File: src/rtl/memory_swap_master.sv
// memory_swap_master
//   Swap initiator for a plain dual-port RAM. The RAM has one synchronous read
//   port with a one-cycle latency and one write port. A request carries two
//   addresses over a valid/ready handshake. The block reads both locations,
//   writes each value back to the other location, and then pulses done.
//
// Ports
//   clk, reset            : single clock; synchronous active-high reset
//   req_valid/req_ready   : request handshake; ready only while idle
//   address_A/address_B   : swap addresses, latched on the accepting edge
//   busy                  : high in every state except IDLE
//   done                  : one-cycle completion pulse
//   swap_count            : saturating count of completed swaps
//   address_r, data_r     : RAM read port (data_r valid one cycle after address_r)
//   we, address_w, data_w : RAM write port
//
// Every output comes straight from a flop. Each output flop is loaded from the
// next-state decode, so its value is valid during the state it belongs to.
module memory_swap_master #(
  parameter int unsigned N     = 7,
  parameter int unsigned BITS  = 8,
  parameter int unsigned CNT_W = 16
) (
  input  logic             clk,
  input  logic             reset,
  input  logic             req_valid,
  output logic             req_ready,
  input  logic [N-1:0]     address_A,
  input  logic [N-1:0]     address_B,
  output logic             busy,
  output logic             done,
  output logic [CNT_W-1:0] swap_count,
  output logic [N-1:0]     address_r,
  input  logic [BITS-1:0]  data_r,
  output logic             we,
  output logic [N-1:0]     address_w,
  output logic [BITS-1:0]  data_w
);

  typedef enum logic [2:0] {
    IDLE  = 3'd0,
    RD_A  = 3'd1,
    RD_B  = 3'd2,
    CAP_B = 3'd3,
    WR_A  = 3'd4,
    WR_B  = 3'd5
  } state_t;

  state_t           state_q, state_d;
  logic [N-1:0]     addr_a_q, addr_a_d;
  logic [N-1:0]     addr_b_q, addr_b_d;
  logic [BITS-1:0]  tmp_a_q, tmp_a_d;
  logic [BITS-1:0]  tmp_b_q, tmp_b_d;
  logic [N-1:0]     address_r_q, address_r_d;
  logic [N-1:0]     address_w_q, address_w_d;
  logic [BITS-1:0]  data_w_q, data_w_d;
  logic             we_q, we_d;
  logic             done_q, done_d;
  logic             req_ready_q, req_ready_d;
  logic             busy_q, busy_d;
  logic [CNT_W-1:0] count_q, count_d;

  // Saturating increment: the count sticks at all-ones.
  function automatic logic [CNT_W-1:0] sat_inc(input logic [CNT_W-1:0] v);
    if (v == {CNT_W{1'b1}}) begin
      sat_inc = v;
    end else begin
      sat_inc = v + {{(CNT_W-1){1'b0}}, 1'b1};
    end
  endfunction

  // Next-state and next-output decode for the swap sequencer.
  always_comb begin
    state_d     = state_q;
    addr_a_d    = addr_a_q;
    addr_b_d    = addr_b_q;
    tmp_a_d     = tmp_a_q;
    tmp_b_d     = tmp_b_q;
    address_r_d = address_r_q;
    address_w_d = address_w_q;
    data_w_d    = data_w_q;
    count_d     = count_q;
    we_d        = 1'b0;
    done_d      = 1'b0;

    case (state_q)
      IDLE: begin
        if (req_valid) begin
          addr_a_d = address_A;
          addr_b_d = address_B;
          if (address_A != address_B) begin
            // The first read address must be on the RAM port during RD_A.
            state_d     = RD_A;
            address_r_d = address_A;
          end else begin
            // A self-swap is a no-op, so complete at once without RAM traffic.
            state_d = IDLE;
            done_d  = 1'b1;
            count_d = sat_inc(count_q);
          end
        end else begin
          state_d = IDLE;
        end
      end
      RD_A: begin
        state_d     = RD_B;
        address_r_d = addr_b_q;
      end
      RD_B: begin
        // data_r now holds mem[addr_a] from the read issued in RD_A.
        tmp_a_d = data_r;
        state_d = CAP_B;
      end
      CAP_B: begin
        // data_r now holds mem[addr_b]; it is written straight to addr_a next.
        tmp_b_d     = data_r;
        state_d     = WR_A;
        we_d        = 1'b1;
        address_w_d = addr_a_q;
        data_w_d    = data_r;
      end
      WR_A: begin
        state_d     = WR_B;
        we_d        = 1'b1;
        address_w_d = addr_b_q;
        data_w_d    = tmp_a_q;
      end
      WR_B: begin
        state_d = IDLE;
        done_d  = 1'b1;
        count_d = sat_inc(count_q);
      end
      default: begin
        state_d = IDLE;
      end
    endcase

    req_ready_d = (state_d == IDLE);
    busy_d      = (state_d != IDLE);
  end

  // State and output registers with synchronous reset.
  always_ff @(posedge clk) begin
    if (reset) begin
      state_q     <= IDLE;
      addr_a_q    <= {N{1'b0}};
      addr_b_q    <= {N{1'b0}};
      tmp_a_q     <= {BITS{1'b0}};
      tmp_b_q     <= {BITS{1'b0}};
      address_r_q <= {N{1'b0}};
      address_w_q <= {N{1'b0}};
      data_w_q    <= {BITS{1'b0}};
      we_q        <= 1'b0;
      done_q      <= 1'b0;
      req_ready_q <= 1'b1;
      busy_q      <= 1'b0;
      count_q     <= {CNT_W{1'b0}};
    end else begin
      state_q     <= state_d;
      addr_a_q    <= addr_a_d;
      addr_b_q    <= addr_b_d;
      tmp_a_q     <= tmp_a_d;
      tmp_b_q     <= tmp_b_d;
      address_r_q <= address_r_d;
      address_w_q <= address_w_d;
      data_w_q    <= data_w_d;
      we_q        <= we_d;
      done_q      <= done_d;
      req_ready_q <= req_ready_d;
      busy_q      <= busy_d;
      count_q     <= count_d;
    end
  end

  assign req_ready  = req_ready_q;
  assign busy       = busy_q;
  assign done       = done_q;
  assign swap_count = count_q;
  assign address_r  = address_r_q;
  assign we         = we_q;
  assign address_w  = address_w_q;
  assign data_w     = data_w_q;

endmodule

File: config.mk
export PLATFORM = sky130hd
export DESIGN_NAME = memory_swap_master
export DESIGN_NICKNAME = d
export VERILOG_FILES = /design/src/rtl/memory_swap_master.sv
export SDC_FILE = /design/constraint.sdc
export NUM_CORES = 1
export LEC_CHECK = 0
export CAP_MARGIN = 20
export CORE_UTILIZATION = 47
export CTS_BUF_LIST = sky130_fd_sc_hd__clkbuf_16
export DETAILED_ROUTE_END_ITERATION = 10
export PLACE_DENSITY = 0.82
export SLEW_MARGIN = 20
export SYNTH_ARGS = -nofsm -noshare
export SYNTH_HDL_FRONTEND = slang
export SYNTH_SLANG_ARGS = --single-unit
File: constraint.sdc
create_clock -name clk -period 4 [get_ports clk]
set_input_delay 0.6 -clock clk [delete_from_list [all_inputs] [get_ports clk]]
set_output_delay 0.6 -clock clk [all_outputs]
set_load 0.02 [all_outputs]
==> flow_metrics.env <==
export IMPL_outcome="finished clean"
export IMPL_via_count_of_the_first_global_routing_pass=2348
export IMPL_end_kind="register"
export IMPL_cts_repair_resized=0
export IMPL_ff_latch_area_um2=1320
export IMPL_cts_inserted_buffers=9
export IMPL_power_frac_seq_pct=45.0
export IMPL_powerDensity_nw_per_um2=416
export IMPL_floorplan_die_height_um=80.7
export IMPL_cts_tree="done"
export IMPL_ys_seq_elements=66
export IMPL_synthesis_nets=357
export IMPL_path_max_fanout=32
export IMPL_timing_critical_path_required_ns=4.21
export IMPL_finalHoldViolations=0
export IMPL_seq_area_frac_synth_pct=45.4
export IMPL_via_count=2626
export IMPL_power_switching_w=0.000398
export IMPL_clock_latency_ns=0.32
export IMPL_detail_route_first_pass_iterations=4
export IMPL_pwr_share_comb_pct=13.1
export IMPL_p_int_w=0.00119
export IMPL_layout_area_overhead_vs_synth_pct=31.3
export IMPL_wire_length_of_the_first_global_routing_pass_mm=10.8
export IMPL_globalRouteTotalUtil_pct=21.5
export IMPL_maxClockFrequency_ghz=0.351
export IMPL_slew_viol_final=0
export IMPL_hpwl_mm=4.44
export IMPL_cts_sinks=66
export IMPL_netSwitchingFraction_pct=25.0
export IMPL_cts_repair_timing_setup_buffer_count=0
export IMPL_synthesized_instance_count=331
export IMPL_die_area_um2=6520
export IMPL_pin_count_of_the_biggest_net_entering_global_routing=66
export IMPL_synth_area_um2=2910
export IMPL_antenna_cells_inserted=0
export IMPL_finalClockSkew_ns=0.00427
export IMPL_postRouteAntennaNets=0
export IMPL_fraction_of_final_layout_cells_sized_beyond_drive_strength_1_pct=4.90
export IMPL_vias_per_cell=5.67
export IMPL_worst_endpoint_arrival_ns=3.05
export IMPL_crit_type="primary input to register"
export IMPL_final_core_util_pct=64.2
export IMPL_path_clk_slew_ns=0.05
export IMPL_synthesis_area_per_instance_um2=8.80
export IMPL_initialDrtViolationCount=196
export IMPL_floorplan_core_area_um2=5960
export IMPL_synth_cell_type_count=37
export IMPL_grt_overflow_total=0
export IMPL_antenna_found_initial=0
export IMPL_row_count=28
export IMPL_setup_tns_final_ns=0
export IMPL_period_share_pct=71.2
export IMPL_final_area_um2=3820
export IMPL_timing_critical_path_from="req_valid"
export IMPL_most_used_cells_in_the_layout_excluding_fill_and_tap_cells="sky130_fd_sc_hd__dfxtp_1 (66), sky130_fd_sc_hd__clkdlybuf4s50_1 (65), sky130_fd_sc_hd__nand2_1 (40)"
export IMPL_num_fill_cells=490
export IMPL_root_buffer_cell="sky130_fd_sc_hd__clkbuf_16"
export IMPL_cellLeakagePower_nw=1.31
export IMPL_period_minus_slack_ns=2.85
export IMPL_yosysWarningCount=0
export IMPL_min_from="address_w[3]"
export IMPL_detail_route_wl_per_cell_um=14.5
export IMPL_io_pins=67
export IMPL_place_congestion=0.805
export IMPL_power_frac_clock_pct=41.9
export IMPL_hold_wc_path_type="register to register"
export IMPL_layout_commonest_cell="sky130_fd_sc_hd__dfxtp_1"
export IMPL_placement_cell_area_um2=3550
export IMPL_slew_headroom_pct=30.2
export IMPL_setup_viol=0
export IMPL_post_route_drc_count=0
export IMPL_rsz0062_at_grt="false"
export IMPL_floorplan_die_width_um=80.7
export IMPL_multiInputGateArea_um2=1480
export IMPL_timing_rr_start="state_q[0]"
export IMPL_port_buffer_count=66
export IMPL_cts_max_level=3
export IMPL_worst_slew_pin_transition_ns=1.04
export IMPL_peakVddDrop_v=0.000302
export IMPL_max_cap_viol_count=0
export IMPL_design_final_nets=409
export IMPL_cts_hold_fix_buffers=0
export IMPL_report_power_total_w=0.00159
export IMPL_start_util_pct=48.9
export IMPL_route_final_wire_length_mm=6.69
export IMPL_crit_path_start_kind="primary input"
export IMPL_max_buffers_root_to_sink=2
[power by group through the flow]
stage	combinational, W	sequential (W)	clock, W
2_1_floorplan	0.000111	0.000742	0
3_3_place_gp	0.000203	0.000726	0
3_5_place_dp	0.000205	0.000728	0
4_1_cts	0.000207	0.000715	0.000672
5_1_grt	0.000227	0.000719	0.000703
6_report	0.000208	0.000715	0.000666
[synth_stat cells (all sizes together)]
cell type,count,area [µm²]
clkbuf,21,78.8
a211o,1,8.76
and2,2,12.5
dfxtp,66,1320
a21boi,1,7.51
or4,9,67.6
a22oi,5,37.5
or2,1,6.26
nor2,36,135
and4,3,26.3
buf,5,41.3
o311a,1,10.0
a2111oi,1,8.76
o21ai,6,30.0
nand4,4,25.0
or3,6,37.5
or4b,1,13.8
o41ai,1,8.76
xor2,7,61.3
nand2,40,150
nor3b,2,15.0
nor4,2,33.8
o31ai,9,67.6
a211oi,19,143
and3b,2,17.5
and3,5,31.3
nand3b,1,7.51
inv,3,11.3
a31oi,1,6.26
mux2i,26,260
a21oi,34,174
ha,1,12.5
nand3,9,45.0
[state kept, by name (all words and copies together), names as in the netlist]
register	flops
state_q	2
swap_count	16
address_w	7
addr_a_q	7
tmp_a_q	8
addr_b_q	7
done	1
busy	1
req_ready	1
data_w	8
address_r	7
we	1
[area by class of cell]
| type | count | area share [%] |
|---|---|---|
| multi-input cells | 236 | 38.7 |
| repair buffers | 67 | 17.4 |
| well taps | 75 | 2.45 |
| flip-flops and latches | 66 | 34.6 |
| inverters | 3 | 0.295 |
| clock inverters | 7 | 0.720 |
| clock buffers | 9 | 5.89 |
[critical path: stages]
cell                              delay, ns
sky130_fd_sc_hd__clkdlybuf4s50_1       0.53
sky130_fd_sc_hd__or4b_4                0.60
sky130_fd_sc_hd__nor4_4                0.36
sky130_fd_sc_hd__a21oi_4               0.22
sky130_fd_sc_hd__or3_1                 0.44
sky130_fd_sc_hd__o311a_1               0.28
[worst paths after layout]
path                         end  slack [ns]  cells past startpoint
setup / recovery  swap_count[14]        1.15                      6
hold / removal      address_w[3]        0.45                      2
setup reg to reg  swap_count[14]        1.48                      5
hold reg to reg     address_w[3]        0.45                      2
[metrics by stage]
step,hold slack [ns],worst slack [ns],cells
floorplan,0.436,1.62,331
global placement,0.444,0.828,447
detailed placement,0.449,0.774,447
CTS,0.456,1.10,463
global route,0.476,1.07,463
finish,0.452,1.15,463
[cells by family (layout without fill, tap and decap cells)]
family | Yosys count | count (layout) | share of synthesized area [%]
muxes | 26 | 26 | 8.93
and+or+nand+nor | 123 | 123 | 21.4
DFF | 66 | 66 | 45.4
adders and majority gates | 1 | 1 | 0.429
AOI/OAI and AO/OA | 79 | 79 | 17.2
xor gates and xnor gates | 7 | 7 | 2.10
buffers and inverters | 29 | 86 | 4.51
[metal layers]
| layer | wire length [µm] | GRT usage (%) |
|---|---|---|
| met1 | 2970 | 27.8 |
| met2 | 3250 | 35.1 |
| met3 | 383 | 4.43 |
| met4 | 97 | 8.39 |
| met5 | 0 | 0 |
No activity file was read; power rests on OpenSTA's default activity.
